**src/rtl/life_pkg.sv**
```systemverilog
// life_pkg: shared FSM states, default B3/S23 rule masks and neighbour counting for the life engine.
package life_pkg;
    typedef enum logic [1:0] {IDLE, PRIME, SWEEP, DONE} state_t;
    localparam logic [8:0] RULE_B_DEF = 9'b000001000;
    localparam logic [8:0] RULE_S_DEF = 9'b000001100;
    localparam int NCNT_W = 4;
    function automatic logic [NCNT_W-1:0] popcount8(input logic [7:0] v);
        popcount8 = '0;
        for (int k = 0; k < 8; k++) popcount8 += NCNT_W'(v[k]);
    endfunction
endpackage

```
**src/rtl/life_gen_engine_if.sv**
```systemverilog
// life_gen_engine_if: control handshake and row-memory bus between the life engine and its surroundings.
interface life_gen_engine_if #(parameter int WIDTH = 8, ADDR_W = 3, GEN_W = 16);
    logic start, run, rd_en, wr_en, busy, done, still, extinct, halt;
    logic [ADDR_W-1:0] rd_addr, wr_addr;
    logic [WIDTH-1:0] rd_data, wr_data;
    logic [GEN_W-1:0] gen_count;
    modport master(output start, run, rd_data,
                   input rd_en, rd_addr, wr_en, wr_addr, wr_data, busy, done, gen_count, still, extinct, halt);
    modport slave(input start, run, rd_data,
                  output rd_en, rd_addr, wr_en, wr_addr, wr_data, busy, done, gen_count, still, extinct, halt);
endinterface

```
**src/rtl/life_row_rule.sv**
```systemverilog
// life_row_rule: next-generation value of one row from its three-row neighbourhood window.
module life_row_rule import life_pkg::*; #(
    parameter int WIDTH = 8,
    parameter int WRAP = 1,
    parameter logic [8:0] RULE_B = RULE_B_DEF,
    parameter logic [8:0] RULE_S = RULE_S_DEF
) (
    input  logic [WIDTH-1:0] top,
    input  logic [WIDTH-1:0] mid,
    input  logic [WIDTH-1:0] bot,
    output logic [WIDTH-1:0] new_row
);
    logic [WIDTH+1:0] te, me, be;
    // one padding bit each side: ext[i] is column i-1, so ext[0]/ext[WIDTH+1] hold the edge neighbours
    assign te = {WRAP != 0 ? top[0] : 1'b0, top, WRAP != 0 ? top[WIDTH-1] : 1'b0};
    assign me = {WRAP != 0 ? mid[0] : 1'b0, mid, WRAP != 0 ? mid[WIDTH-1] : 1'b0};
    assign be = {WRAP != 0 ? bot[0] : 1'b0, bot, WRAP != 0 ? bot[WIDTH-1] : 1'b0};
    for (genvar i = 0; i < WIDTH; i++) begin : g_cell
        logic [NCNT_W-1:0] n;
        assign n = popcount8({te[i], te[i+1], te[i+2], me[i], me[i+2], be[i], be[i+1], be[i+2]});
        assign new_row[i] = me[i+1] ? RULE_S[n] : RULE_B[n];
    end
endmodule

```
**src/rtl/life_gen_engine.sv**
```systemverilog
// life_gen_engine: sweeps a row memory once per generation, rewriting each row in place through a 3-row window.
module life_gen_engine import life_pkg::*; #(
    parameter int WIDTH = 8,
    parameter int DEPTH = 8,
    parameter int ADDR_W = $clog2(DEPTH),
    parameter int GEN_W = 16,
    parameter int WRAP = 1,
    parameter logic [8:0] RULE_B = RULE_B_DEF,
    parameter logic [8:0] RULE_S = RULE_S_DEF
) (
    input logic ph1,
    input logic reset,
    life_gen_engine_if.slave bus
);
    state_t state, nstate;
    logic [ADDR_W-1:0] cnt;
    logic [ADDR_W:0] r2;
    logic [WIDTH-1:0] top, mid, bot, row0_save, new_row;
    logic [GEN_W-1:0] gen_count;
    logic chg, live, nchg, nlive, still, extinct, halt, go, last;
    life_row_rule #(.WIDTH(WIDTH), .WRAP(WRAP), .RULE_B(RULE_B), .RULE_S(RULE_S)) u_rule (
        .top(top), .mid(mid), .bot(bot), .new_row(new_row)
    );
    assign last = state == SWEEP && cnt == ADDR_W'(DEPTH - 1);
    // the last row's lower neighbour is row 0, already overwritten in memory, hence the saved copy
    assign bot = last ? (WRAP != 0 ? row0_save : '0) : bus.rd_data;
    assign nchg = chg | (new_row != mid);
    assign nlive = live | (|new_row);
    assign bus.wr_data = state == SWEEP ? new_row : '0;
    assign bus.gen_count = gen_count;
    assign bus.still = still;
    assign bus.extinct = extinct;
    assign bus.halt = halt;
    always_comb begin
        r2 = {1'b0, cnt} + (ADDR_W+1)'(2);
        go = bus.start | (bus.run & ~halt);
        nstate = state == IDLE  ? (go ? PRIME : IDLE)
               : state == PRIME ? (cnt == ADDR_W'(2) ? SWEEP : PRIME)
               : state == SWEEP ? (last ? DONE : SWEEP)
               : (bus.run & ~halt ? PRIME : IDLE);
        bus.rd_en = state == PRIME || (state == SWEEP && r2 < (ADDR_W+1)'(DEPTH));
        bus.rd_addr = state == PRIME ? (cnt == '0 ? ADDR_W'(DEPTH - 1) : cnt - 1'b1)
                    : bus.rd_en ? r2[ADDR_W-1:0] : '0;
        bus.wr_en = state == SWEEP;
        bus.wr_addr = state == SWEEP ? cnt : '0;
        bus.busy = state == PRIME || state == SWEEP;
        bus.done = state == DONE;
    end
    always_ff @(posedge ph1) begin
        if (reset) begin
            state <= IDLE;
            cnt <= '0;
            top <= '0;
            mid <= '0;
            row0_save <= '0;
            chg <= 1'b0;
            live <= 1'b0;
            gen_count <= '0;
            still <= 1'b0;
            extinct <= 1'b0;
            halt <= 1'b0;
        end else begin
            state <= nstate;
            cnt <= nstate != state ? '0 : cnt + 1'b1;
            if (state == PRIME && cnt == ADDR_W'(1)) top <= WRAP != 0 ? bus.rd_data : '0;
            if (state == PRIME && cnt == ADDR_W'(2)) begin
                mid <= bus.rd_data;
                row0_save <= bus.rd_data;
            end
            if (state == PRIME) begin
                chg <= 1'b0;
                live <= 1'b0;
            end
            if (state == SWEEP) begin
                top <= mid;
                mid <= bot;
                chg <= nchg;
                live <= nlive;
            end
            // flags land together with the done pulse so DONE can decide on free-run continuation
            if (last) begin
                gen_count <= gen_count + 1'b1;
                still <= ~nchg;
                extinct <= ~nlive;
            end
            halt <= !bus.run || (state == IDLE && bus.start) ? 1'b0
                  : last && (!nchg || !nlive) ? 1'b1 : halt;
        end
    end
endmodule

```
**src/flat_wrapper.sv**
```systemverilog
// flat-port wrapper written by rule: the top's interface ports become plain ports
module life_gen_engine_flat import life_pkg::*;
#(
    parameter int WIDTH = 8,
    parameter int DEPTH = 8,
    parameter int ADDR_W = $clog2(DEPTH),
    parameter int GEN_W = 16,
    parameter int WRAP = 1,
    parameter logic [8:0] RULE_B = RULE_B_DEF,
    parameter logic [8:0] RULE_S = RULE_S_DEF
)
  (ph1, reset, bus_start, bus_run, bus_rd_data, bus_rd_en, bus_rd_addr, bus_wr_en, bus_wr_addr, bus_wr_data, bus_busy, bus_done, bus_gen_count, bus_still, bus_extinct, bus_halt);
  life_gen_engine_if #(.WIDTH(WIDTH), .ADDR_W(ADDR_W), .GEN_W(GEN_W)) bus_i ();
  input logic ph1;
  input logic reset;
  input wire logic [$bits(bus_i.start)-1:0] bus_start;
  input wire logic [$bits(bus_i.run)-1:0] bus_run;
  input wire logic [$bits(bus_i.rd_data)-1:0] bus_rd_data;
  output wire logic [$bits(bus_i.rd_en)-1:0] bus_rd_en;
  output wire logic [$bits(bus_i.rd_addr)-1:0] bus_rd_addr;
  output wire logic [$bits(bus_i.wr_en)-1:0] bus_wr_en;
  output wire logic [$bits(bus_i.wr_addr)-1:0] bus_wr_addr;
  output wire logic [$bits(bus_i.wr_data)-1:0] bus_wr_data;
  output wire logic [$bits(bus_i.busy)-1:0] bus_busy;
  output wire logic [$bits(bus_i.done)-1:0] bus_done;
  output wire logic [$bits(bus_i.gen_count)-1:0] bus_gen_count;
  output wire logic [$bits(bus_i.still)-1:0] bus_still;
  output wire logic [$bits(bus_i.extinct)-1:0] bus_extinct;
  output wire logic [$bits(bus_i.halt)-1:0] bus_halt;
  assign bus_i.start = bus_start;
  assign bus_i.run = bus_run;
  assign bus_i.rd_data = bus_rd_data;
  assign bus_rd_en = bus_i.rd_en;
  assign bus_rd_addr = bus_i.rd_addr;
  assign bus_wr_en = bus_i.wr_en;
  assign bus_wr_addr = bus_i.wr_addr;
  assign bus_wr_data = bus_i.wr_data;
  assign bus_busy = bus_i.busy;
  assign bus_done = bus_i.done;
  assign bus_gen_count = bus_i.gen_count;
  assign bus_still = bus_i.still;
  assign bus_extinct = bus_i.extinct;
  assign bus_halt = bus_i.halt;
  life_gen_engine #(.WIDTH(WIDTH), .DEPTH(DEPTH), .ADDR_W(ADDR_W), .GEN_W(GEN_W), .WRAP(WRAP), .RULE_B(RULE_B), .RULE_S(RULE_S)) u_core (.ph1(ph1), .reset(reset), .bus(bus_i));
endmodule
```
**config.mk**
```make
export PLATFORM = sky130hd
export DESIGN_NAME = life_gen_engine_flat
export DESIGN_NICKNAME = d
export VERILOG_FILES = /design/src/rtl/life_pkg.sv /design/src/rtl/life_gen_engine_if.sv /design/src/rtl/life_row_rule.sv /design/src/rtl/life_gen_engine.sv /design/src/flat_wrapper.sv
export SDC_FILE = /design/constraint.sdc
export NUM_CORES = 1
export LEC_CHECK = 0
export CAP_MARGIN = 20
export CORE_MARGIN = 8
export CORE_UTILIZATION = 57
export DETAILED_ROUTE_END_ITERATION = 12
export HOLD_SLACK_MARGIN = 0.02
export PLACE_DENSITY_LB_ADDON = 0.3
export SLEW_MARGIN = 20
export SYNTH_ARGS = -nofsm -noshare
export SYNTH_HDL_FRONTEND = slang
export SYNTH_SLANG_ARGS = --single-unit
```
**constraint.sdc**
```tcl
create_clock -name ph1 -period 10.9 [get_ports ph1]
set_input_delay 3.27 -clock ph1 [delete_from_list [all_inputs] [get_ports ph1]]
set_output_delay 3.27 -clock ph1 [all_outputs]
set_load 0.02 [all_outputs]
```
# Word level (Yosys, flattened, before mapping)
# Memories as Yosys holds them, arrays and structs flattened.
# Cells that the tools add are included.
word_totals:
  regBits: 50
  romBits: 256
  inputBits: 12
  out_inout_bits: 37
  wordCells: 176
  n_memories: 16
op_classes:
  add_sub_neg: 60
  magnitude_cmp: 9
  n_eq_ne: 8
  muxes: 44
  bitwise: 7
  reduce_logical: 21
mem_list:
  columns: ["memory", "depth", "width", "read_ports", "rd_clocked_by_memory_dff", "wr", "line_no", "rtl"]
  rows:
  - ["(name not given)", 16, 1, 1, 0, 0, "life_row_rule.sv:21", "assign new_row[i] = me[i+1] ? RULE_S[n] : RULE_B[n];"]
  - ["(name not given)", 16, 1, 1, 0, 0, "life_row_rule.sv:21", null]
  - ["(name not given)", 16, 1, 1, 0, 0, "life_row_rule.sv:21", null]
  - ["(name not given)", 16, 1, 1, 0, 0, "life_row_rule.sv:21", null]
  - ["(name not given)", 16, 1, 1, 0, 0, "life_row_rule.sv:21", null]
  - ["(name not given)", 16, 1, 1, 0, 0, "life_row_rule.sv:21", null]
  - ["+10 memories", null, null, null, null, null, null, null]
ops:
  columns: ["op", "n"]
  rows:
  - ["$add A4 B1 Y4", 32]
  - ["$mux W8", 6]
  - ["$lt A4 B5 Y1 const B", 8]
  - ["$add A3 B1 Y4", 8]
  - ["$mux W1", 30]
  - ["$add A2 B1 Y3", 8]
  - ["$add A1 B1 Y2", 8]
  - ["$add A16 B1 Y16 const B", 1]
  - ["$mux W3", 4]
  - ["$mux W2", 4]
  - ["$ne A8 B8 Y1", 1]
  - ["$reduce_or A8 Y1", 1]
  - ["$logic_and A1 B1 Y1", 6]
  - ["$reduce_bool A2 Y1", 3]
  - ["$add A3 B2 Y4 const B", 1]
  - ["$eq A2 B2 Y1 const B", 2]
  - ["$logic_or A1 B1 Y1", 4]
  - ["$lt A4 B4 Y1 const B", 1]
  - ["$reduce_or A2 Y1", 2]
  - ["$add A3 B1 Y3 const B", 1]
  - ["$eq A3 B1 Y1 const B", 1]
  - ["$eq A3 B2 Y1 const B", 1]
  - ["$eq A3 B3 Y1 const B", 1]
  - ["$logic_not A1 Y1", 3]
  - ["other kinds (8)", 12]

# Logic depth before layout (Yosys ltp)
# Gate-level depths: netlist (run 1).
logic_depth:
  ltp_word: 18
  mapped_depth: 18
  ltp_nobuf: 16

# Cells and area by module
# A second synthesis (run 1) with hierarchy kept.
hier_totals:
  hier_cells: 432
  area_unflattened_um2: 3910.0
by_module_without_submodules:
  columns: ["module", "n_inst", "cells_per_inst", "area_per_inst_um2", "seq_area_each_um2"]
  rows:
  - ["life_gen_engine", 1, 290, 2586.2, 1001.0]
  - ["life_row_rule", 1, 142, 1323.8, 0.0]

# Least setup slack after synthesis (run 1)
# No wires, ideal clock.
synth_timing:
  kind: "input to output"
  startpoint: "input bus_rd_data[0]"
  endpoint: "output bus_wr_data[1]"
  arrival_time_ns: 6.766
  t_required_ns: 7.630
  path_slack_ns: 0.864
  cell_stages: 10
  n_path_buf: 0
  cell_sequence: "mux2i_1 -> fa_1 -> fa_1 -> fa_1 -> inv_1 -> ha_1 -> fa_1 -> nor3b_1 -> a21oi_2 -> nor3b_1"
synth_between:
  elab_chain_cells: 11
  elab_cells_between_ends: 13
  classes_between: "6 x add/sub; 5 x mux; 2 x memory"
synth_rtl:
  columns: ["item", "line_no", "rtl"]
  rows:
  - ["start, declared", "flat_wrapper.sv:18", "input wire logic [$bits(bus_i.rd_data)-1:0] bus_rd_data;"]
  - ["$mux W8 (*)", "life_gen_engine.sv:26", "assign bot = last ? (WRAP != 0 ? row0_save : '0) : bus.rd_data;"]
  - ["$add A2 B1 Y3 (*)", "life_pkg.sv:9", "for (int k = 0; k < 8; k++) popcount8 += NCNT_W'(v[k]);"]
  - ["$add A3 B1 Y4 (*)", "life_pkg.sv:9", null]
  - ["$add A4 B1 Y4 (*) (4 in series)", "life_pkg.sv:9", null]
  - ["$mem_v2 Z16 W1", null, null]
  - ["$mux W1 (not written as such)", "life_row_rule.sv:21", null]
  - ["$mux W1 (*)", "life_row_rule.sv:21", null]
  - ["$mux W8 (*)", "life_gen_engine.sv:29", "assign bus.wr_data = state == SWEEP ? new_row : '0;"]
  - ["end, declared", "flat_wrapper.sv:23", "output wire logic [$bits(bus_i.wr_data)-1:0] bus_wr_data;"]
# Every way passes the cells marked *; elsewhere a longest branch is shown, timed or not. The select of a mux whose other input is x is not followed.

# Worst setup path after layout (run 1)
layout_timing:
  startpoint: "input bus_rd_data[3]"
  endpoint: "output bus_wr_data[4]"
# The elaborated chain is that of the path after synthesis.

==> impl_results.md, run 1 <==
- Hold slack: 0.4730 ns
- Buffers on Ports: between 40 and 50
- Initial DRC count: roughly 120
- Total gr overflow: 0
- Critical path arrival: between 7 and 8 ns
- H-tree levels: 2
- Hold Path Sink: u_core.live
- Initial antenna violation count: 0
- GPL Wtd Cong: 0.8800
- Critical Path Fanout Max: 3
- Post-Syn Instances: 453
- Register area share after synthesis: 0.2499
- Setup violators final: 0
- Comb pwr share: 0.422
- Worst-margin pin slew: 1.218 ns
- Worst slew margin: 0.1861
- Pwr Density: 113.9 mW/mm^2
- Slew Limit Fails: 0
- Clock Latency Late Sink: between 0.3 and 0.4 ns
- FP Rows: 30
- Most used DFF post-synth: dfxtp_1
- Critical setup path kind: input pin to output port
- Dpl cells: 594
- Post-synth top area cell: dfxtp_1
- Antenna viol nets, final: 0
- Worst R2R Start: u_core.cnt[0]
- First-pass GRT wire length: 16.08 mm
- CP Data Required Time: roughly 7.6 ns
- Die Footprint: roughly 0.01 sq mm
- CP Capture Type: output port
- Clock-pin slew on the worst setup and hold paths: 0.10 ns
- Static Leakage: 2.280 nW
- Final hold viol count: 0
- Post-Syn Area: around 0.004 sq mm
- ANT cells: 0
- Top-area cell type share of the netlist area: 0.2499
- Highest Clock Rate: 0.09358 GHz
- WL per Instance: 15.77 um
- Worst reg2reg path endpoint: u_core.chg
- Sw Ratio: 0.3809
- Initial core utilization: 0.5895
- Largest net degree at the start of global routing: 49
- YS warnings: 0
- First-pass iteration count of the detailed router: 4
- Clock buffer count from CTS: 5
- Routed via count: 3267
- Sink Count: 50
- Post-route insts no fill: roughly 600
- Vias in the first global route: 3435
- HPWL Detailed: 7.168 mm
- Post-synth EDFFs: 0
- Max-Cap Viols: 0
- Layout cells sized above 1: 0.07101
- CTS Buffer Depth: 2
- Worst Hold Depth: 2
- Most frequent cells in the layout: 63 x inv_1, 63 x nor2_1, 50 x dfxtp_1
- Root Buffer: clkbuf_8
- DRC viols: 0
- CP Launch Type: input pin
- Min-Delay Startpoint: u_core.live
- Worst Hold Class: register to register
- Final net count: 586
- Syn_area_per_cell: 8.841 sq um
- Total routed wirelength: between 9 and 10 mm
- Final min period: approximately 11 ns
- Via/cell ratio: around 5.4
- Cells on worst reg2reg path: 18
- Seq pwr share: 0.352
- Final Cycle Share: 0.9803
- Int Power: 0.3381 mW
- Overall Global Routing Usage: 0.1987
- Final core utilization: 0.7061
- Pre-CTS setup slack: -0.2228 ns
- Synth Register Bits: 50
- CTS tree: built
- Setup TNS: 0 ns
- Synth Net Count: 533
- Die H: 99.83 um
- Switch Pwr: 0.2081 mW
- P&R area growth vs syn: 19.78%
- Fraction of registers with async set/reset: 0
- VDD IR max: about 0.057 mV
- Clock power frac: 0.227
- RSZ-0062 raised after global routing: no
- Ports: 49
- R2R setup slack: 4.59 ns
- Final worst setup slack: 0.2142 ns
- Core Region: slightly below 0.007 sq mm
- Run status: finished clean
- Setup Skew: about 0.012 ns
- Synth cell types: 43
- Die W: 99.83 um
- Synth top area cells: dfxtp_1 25%, fa_1 16%, ha_1 11%
-- through the flow --
step                      instance area (sq um)  total power [mW]
after floorplan                            4005            0.3560
after global placement                     4634            0.4097
after detailed placement                   4634            0.4222
after CTS                                  4748            0.5447
after global routing                       4797            0.5835
final                                      4797            0.5462
-- worst max-delay path by stage --
stage                         from        endpoint  slack (ns)  depth (start not counted)
floorplan           bus_rd_data[0]  bus_wr_data[1]        0.86                         10
global placement    bus_rd_data[0]  bus_wr_data[0]       -0.09                         13
detailed placement  bus_rd_data[0]  bus_wr_data[0]       -0.22                         13
CTS                 bus_rd_data[2]  bus_wr_data[3]        0.04                         13
global route        bus_rd_data[3]  bus_wr_data[4]        0.08                         12
finish              bus_rd_data[3]  bus_wr_data[4]        0.21                         12
-- routing by layer --
layer / share of wire / vias to the layer above / GRT usage
li1: - / 1610 / -
met4: 0.019 / 0 / 0.06636
met2: 0.49 / 69 / 0.3489
met1: 0.45 / 1574 / 0.2385
met3: 0.038 / 14 / 0.03460
met5: 0 / - / 0
-- flip-flops by register name (all words and copies together) (netlist names) --
| name | cells |
|---|---|
| u_core.bus.extinct | 1 |
| u_core.bus.gen_count | 16 |
| u_core.bus.halt | 1 |
| u_core.bus.still | 1 |
| u_core.chg | 1 |
| u_core.cnt | 3 |
| u_core.live | 1 |
| u_core.mid | 8 |
| u_core.row0_save | 8 |
| u_core.state | 2 |
| u_core.top | 8 |
-- worst max-delay path, cell delays in order --
cell and delay (ns):
clkdlybuf4s50_1 0.42, buf_4 0.15, mux2i_1 0.33, fa_1 0.51
fa_1 0.46, fa_1 0.49, inv_1 0.05, ha_1 0.20
fa_1 0.53, o21ai_0 0.14, nor3b_1 0.22, clkdlybuf4s50_1 0.64
-- cells by family after synthesis --
| family | share of synthesized area |
|---|---|
| flops | 0.2499 |
| simple gates | 0.1915 |
| fa+ha+maj | 0.2724 |
| compound gates | 0.1009 |
| mux | 0.08248 |
| xor+xnor | 0.02843 |
| buf+inv | 0.07435 |
-- timing repair --
item                                    4_1_cts  5_1_grt
resized for setup                             3       12
endpoints found under the setup margin        3        7
gates cloned                                  0        0
buffers inserted                              0        1
hold buffers                                  0        0
-- area by class of cell --
class | instances | area, sq um
Clock buffer | 5 | 68.82
Clock inverter | 3 | 28.78
Fill cell | 529 | 1997
Inverter | 63 | 236.5
Multi-Input combinational cell | 325 | 2746
Sequential cell | 50 | 1001
Tap cell | 96 | 120.1
Timing Repair Buffer | 61 | 595.6
-- power groups by stage --
stage | clock, mW | sequential (mW) | combinational [mW]
2_1_floorplan | 0 | 0.195 | 0.161
3_3_place_gp | 0 | 0.196 | 0.214
3_5_place_dp | 0 | 0.196 | 0.226
4_1_cts | 0.124 | 0.192 | 0.228
5_1_grt | 0.133 | 0.193 | 0.258
6_report | 0.124 | 0.192 | 0.230
-- cell usage after synthesis, drive strengths merged (9+ instances only) --
| cell type | instances |
|---|---|
| clkbuf | 9 |
| a21oi | 16 |
| fa | 32 |
| a211oi | 15 |
| and2 | 14 |
| inv | 63 |
| nor2 | 63 |
| ha | 36 |
| mux2i | 33 |
| dfxtp | 50 |
| nand2 | 30 |
| xor2 | 9 |
No activity file was read; power rests on OpenSTA's default activity.
==> run 2: changes to the inputs <==
--- a/config.mk
+++ b/config.mk
@@ -5,7 +5,6 @@
 export SDC_FILE = /design/constraint.sdc
 export NUM_CORES = 1
 export LEC_CHECK = 0
-export CAP_MARGIN = 20
 export CORE_MARGIN = 8
 export CORE_UTILIZATION = 57
 export DETAILED_ROUTE_END_ITERATION = 12
==> results of run 2 <==
The final DEF is identical to that of run 1; final timing and power are the same.
==> run 3: changes to the inputs <==
--- a/config.mk
+++ b/config.mk
@@ -13,4 +13,5 @@
 export SLEW_MARGIN = 20
 export SYNTH_ARGS = -nofsm -noshare
 export SYNTH_HDL_FRONTEND = slang
+export SYNTH_HIERARCHICAL = 1
 export SYNTH_SLANG_ARGS = --single-unit
==> impl_results.md, run 3 <==
- Static Leakage: 1.923 nW
- CTS tree: built
- Clock Latency Late Sink: 0.31 ns
- Top-area cell type share of the netlist area: 0.2560
- First-pass iteration count of the detailed router: 4
- Pwr Density: 112.9 mW/mm^2
- Worst-margin pin slew: slightly below 0.6 ns
- VDD IR max: 0.07948 mV
- Final min period: ~10 ns
- Die Footprint: slightly below 0.01 sq mm
- Ports: 49
- Vias in the first global route: 3203
- Post-Syn Area: 0.003910 sq mm
- Synth top cells by count: 52 x inv_1, 50 x dfxtp_1, 37 x a21oi_1, 36 x ha_1, 32 x fa_1
- Final Cycle Share: 0.9603
- Buffers on Ports: 48
- Via/cell ratio: 5.668
- Setup Skew: between 0.01 and 0.015 ns
- Synth Net Count: 512
- Initial core utilization: 0.5819
- Clock buffer count from CTS: 5
- Comb pwr share: 0.310
- Clock-pin slew on the worst setup and hold paths: 0.10 ns
- Synth cell types: 48
- Max reg flops: 16
- WL per Instance: 16.02 um
- H-tree levels: 2
- R2R setup slack: 5.67 ns
- Most numerous cell in the Yosys netlist: inv_1
- Syn_area_per_cell: 9.051 sq um
- Slew Limit Fails: 0
- Setup TNS: 0 ns
- CP Capture Type: output port
- Cts repair resizes: 0
- Int Power: 0.3534 mW
- Seq pwr share: 0.377
- GPL Wtd Cong: roughly 0.85
- Switch Pwr: 0.1624 mW
- Initial antenna violation count: 0
- Crit path from: bus_rd_data[6]
- Post-synth top area cell: dfxtp_1
- Synth top area cells: dfxtp_1 26%, fa_1 16%, ha_1 12%
- RSZ-0062 raised after global routing: no
- Crit-path most repeated cell: fa_1
- Register with the most flip-flops: u_core/bus.gen_count
- Worst reg2reg path endpoint: u_core/chg
- Layout cells sized above 1: 0.04852
- FP Rows: 30
- Critical Path Fanout Max: 3
- Initial DRC count: between 100 and 150
- HPWL Detailed: 6.767 mm
- DRC viols: 0
- Most used DFF post-synth: dfxtp_1
- Worst R2R Start: u_core/cnt[0]
- Antenna viol nets, final: 0
- Critical setup path kind: input pin to output port
- Worst slew margin: 0.6034
- Die W: 98.82 um
- Run status: finished clean
- Final hold viol count: 0
- Critical Path Slowest Stage Cell: clkdlybuf4s50_1
- Total gr overflow: 0
- Post-synth EDFFs: 0
- Post-Syn Instances: 432
- Sink Count: 50
- Pwr Total: 0.5158 mW
- Overall Global Routing Usage: 0.1844
- Largest net degree at the start of global routing: between 40 and 50
- Routed via count: roughly 3100
- ANT cells: 0
- Cells on worst reg2reg path: 16
- Fraction of registers with async set/reset: 0
- Hold buffer count at CTS: 0
- Total routed wirelength: 8.876 mm
- Critical path arrival: 7.20 ns
- CP Launch Type: input pin
- Core Region: 0.006719 sq mm
- Final net count: 553
- Worst setup path end: bus_wr_data[7]
- Die H: 98.82 um
- Setup violators final: 0
- Root Buffer: clkbuf_8
- Synth Register Bits: 50
- Setup Buffers After CTS: 0
- YS warnings: 6
- CP peak stage delay: around 0.6 ns
- CTS Buffer Depth: 2
- Clock power frac: 0.312
- Most frequent cells in the layout: 52 x inv_1, 50 x dfxtp_1, 48 x clkdlybuf4s50_1
- Max-Cap Viols: 0
- CP Data Required Time: 7.63 ns
- Register area share after synthesis: 0.2560
- Crit-path cells: clkdlybuf4s50_1 -> mux2_2 -> inv_1 -> fa_1 -> fa_1 -> inv_1 -> ha_1 -> fa_1 -> or2_1 -> a21oi_1 -> and2_1 -> clkdlybuf4s50_1
- Sw Ratio: 0.3148
- First-pass GRT wire length: 14.92 mm
- Commonest non-fill, non-tap cell in the layout: inv_1
- Highest Clock Rate: 0.09553 GHz
- Worst Hold Class: register to register
- P&R area growth vs syn: 16.83%
## run 3: how the worst min path moves through the flow
stage	slack, ns	start	depth (start not counted)	end
after detailed placement	0.45	u_core/row0_save[1]	2	u_core/row0_save[1]
after CTS	0.46	u_core/row0_save[1]	2	u_core/row0_save[1]
final	0.46	u_core/row0_save[4]	2	u_core/row0_save[4]
after floorplan	0.43	u_core/row0_save[0]	2	u_core/row0_save[0]
after global routing	0.48	u_core/row0_save[4]	2	u_core/row0_save[4]
after global placement	0.44	u_core/row0_save[4]	2	u_core/row0_save[4]
## run 3: final cells by class
type	count	area, sq um
multi-input cells	314	2634
fillers	530	2151
flip-flops and latches	50	1001
repair buffers	50	495.5
inverters	52	195.2
well taps	80	100.1
clock buffers	6	82.58
clock inverters	2	60.06
## run 3: logic make-up after synthesis
kind of cell,share of synthesized area
compound gates,0.1130
simple gates,0.1747
buf+inv,0.07040
xor+xnor,0.04032
flops,0.2560
fa+ha+maj,0.2790
mux,0.06656
## run 3: critical path: cells and delay by family
kind | cells | cell delay (ns)
fa+ha+maj | 4 | 1.57
buf+inv | 4 | 1.27
simple gates | 2 | 0.45
mux | 1 | 0.30
compound gates | 1 | 0.34
## run 3: metal layers
layer,part of all wire,track usage,up-vias,routed length [um]
met3,0.047,0.03946,9,413
met5,0,0,-,0
met2,0.47,0.3139,67,4188
li1,-,-,1529,-
met4,0.010,0.04959,0,91
met1,0.47,0.2288,1535,4182
## run 3: per-stage QoR
stage,hold WS (ns),cell area [sq um],setup slack (ns),cells,utilization
2_1_floorplan,0.4338,3910,1.707,432,-
3_3_place_gp,0.4403,4425,0.5224,546,0.6587
3_5_place_dp,0.4462,4425,0.4381,546,0.6587
4_1_cts,0.4599,4568,0.4217,554,0.6799
5_1_grt,0.4760,4568,0.2798,554,0.6799
6_report,0.4579,4568,0.4322,554,0.6799
## run 3: power by group through the flow
stage	Sequential, mW	Clock (mW)	Combinational (mW)
2_1_floorplan	0.197	0	0.116
3_3_place_gp	0.199	0	0.151
3_5_place_dp	0.199	0	0.159
4_1_cts	0.195	0.164	0.160
5_1_grt	0.196	0.169	0.183
6_report	0.195	0.161	0.160
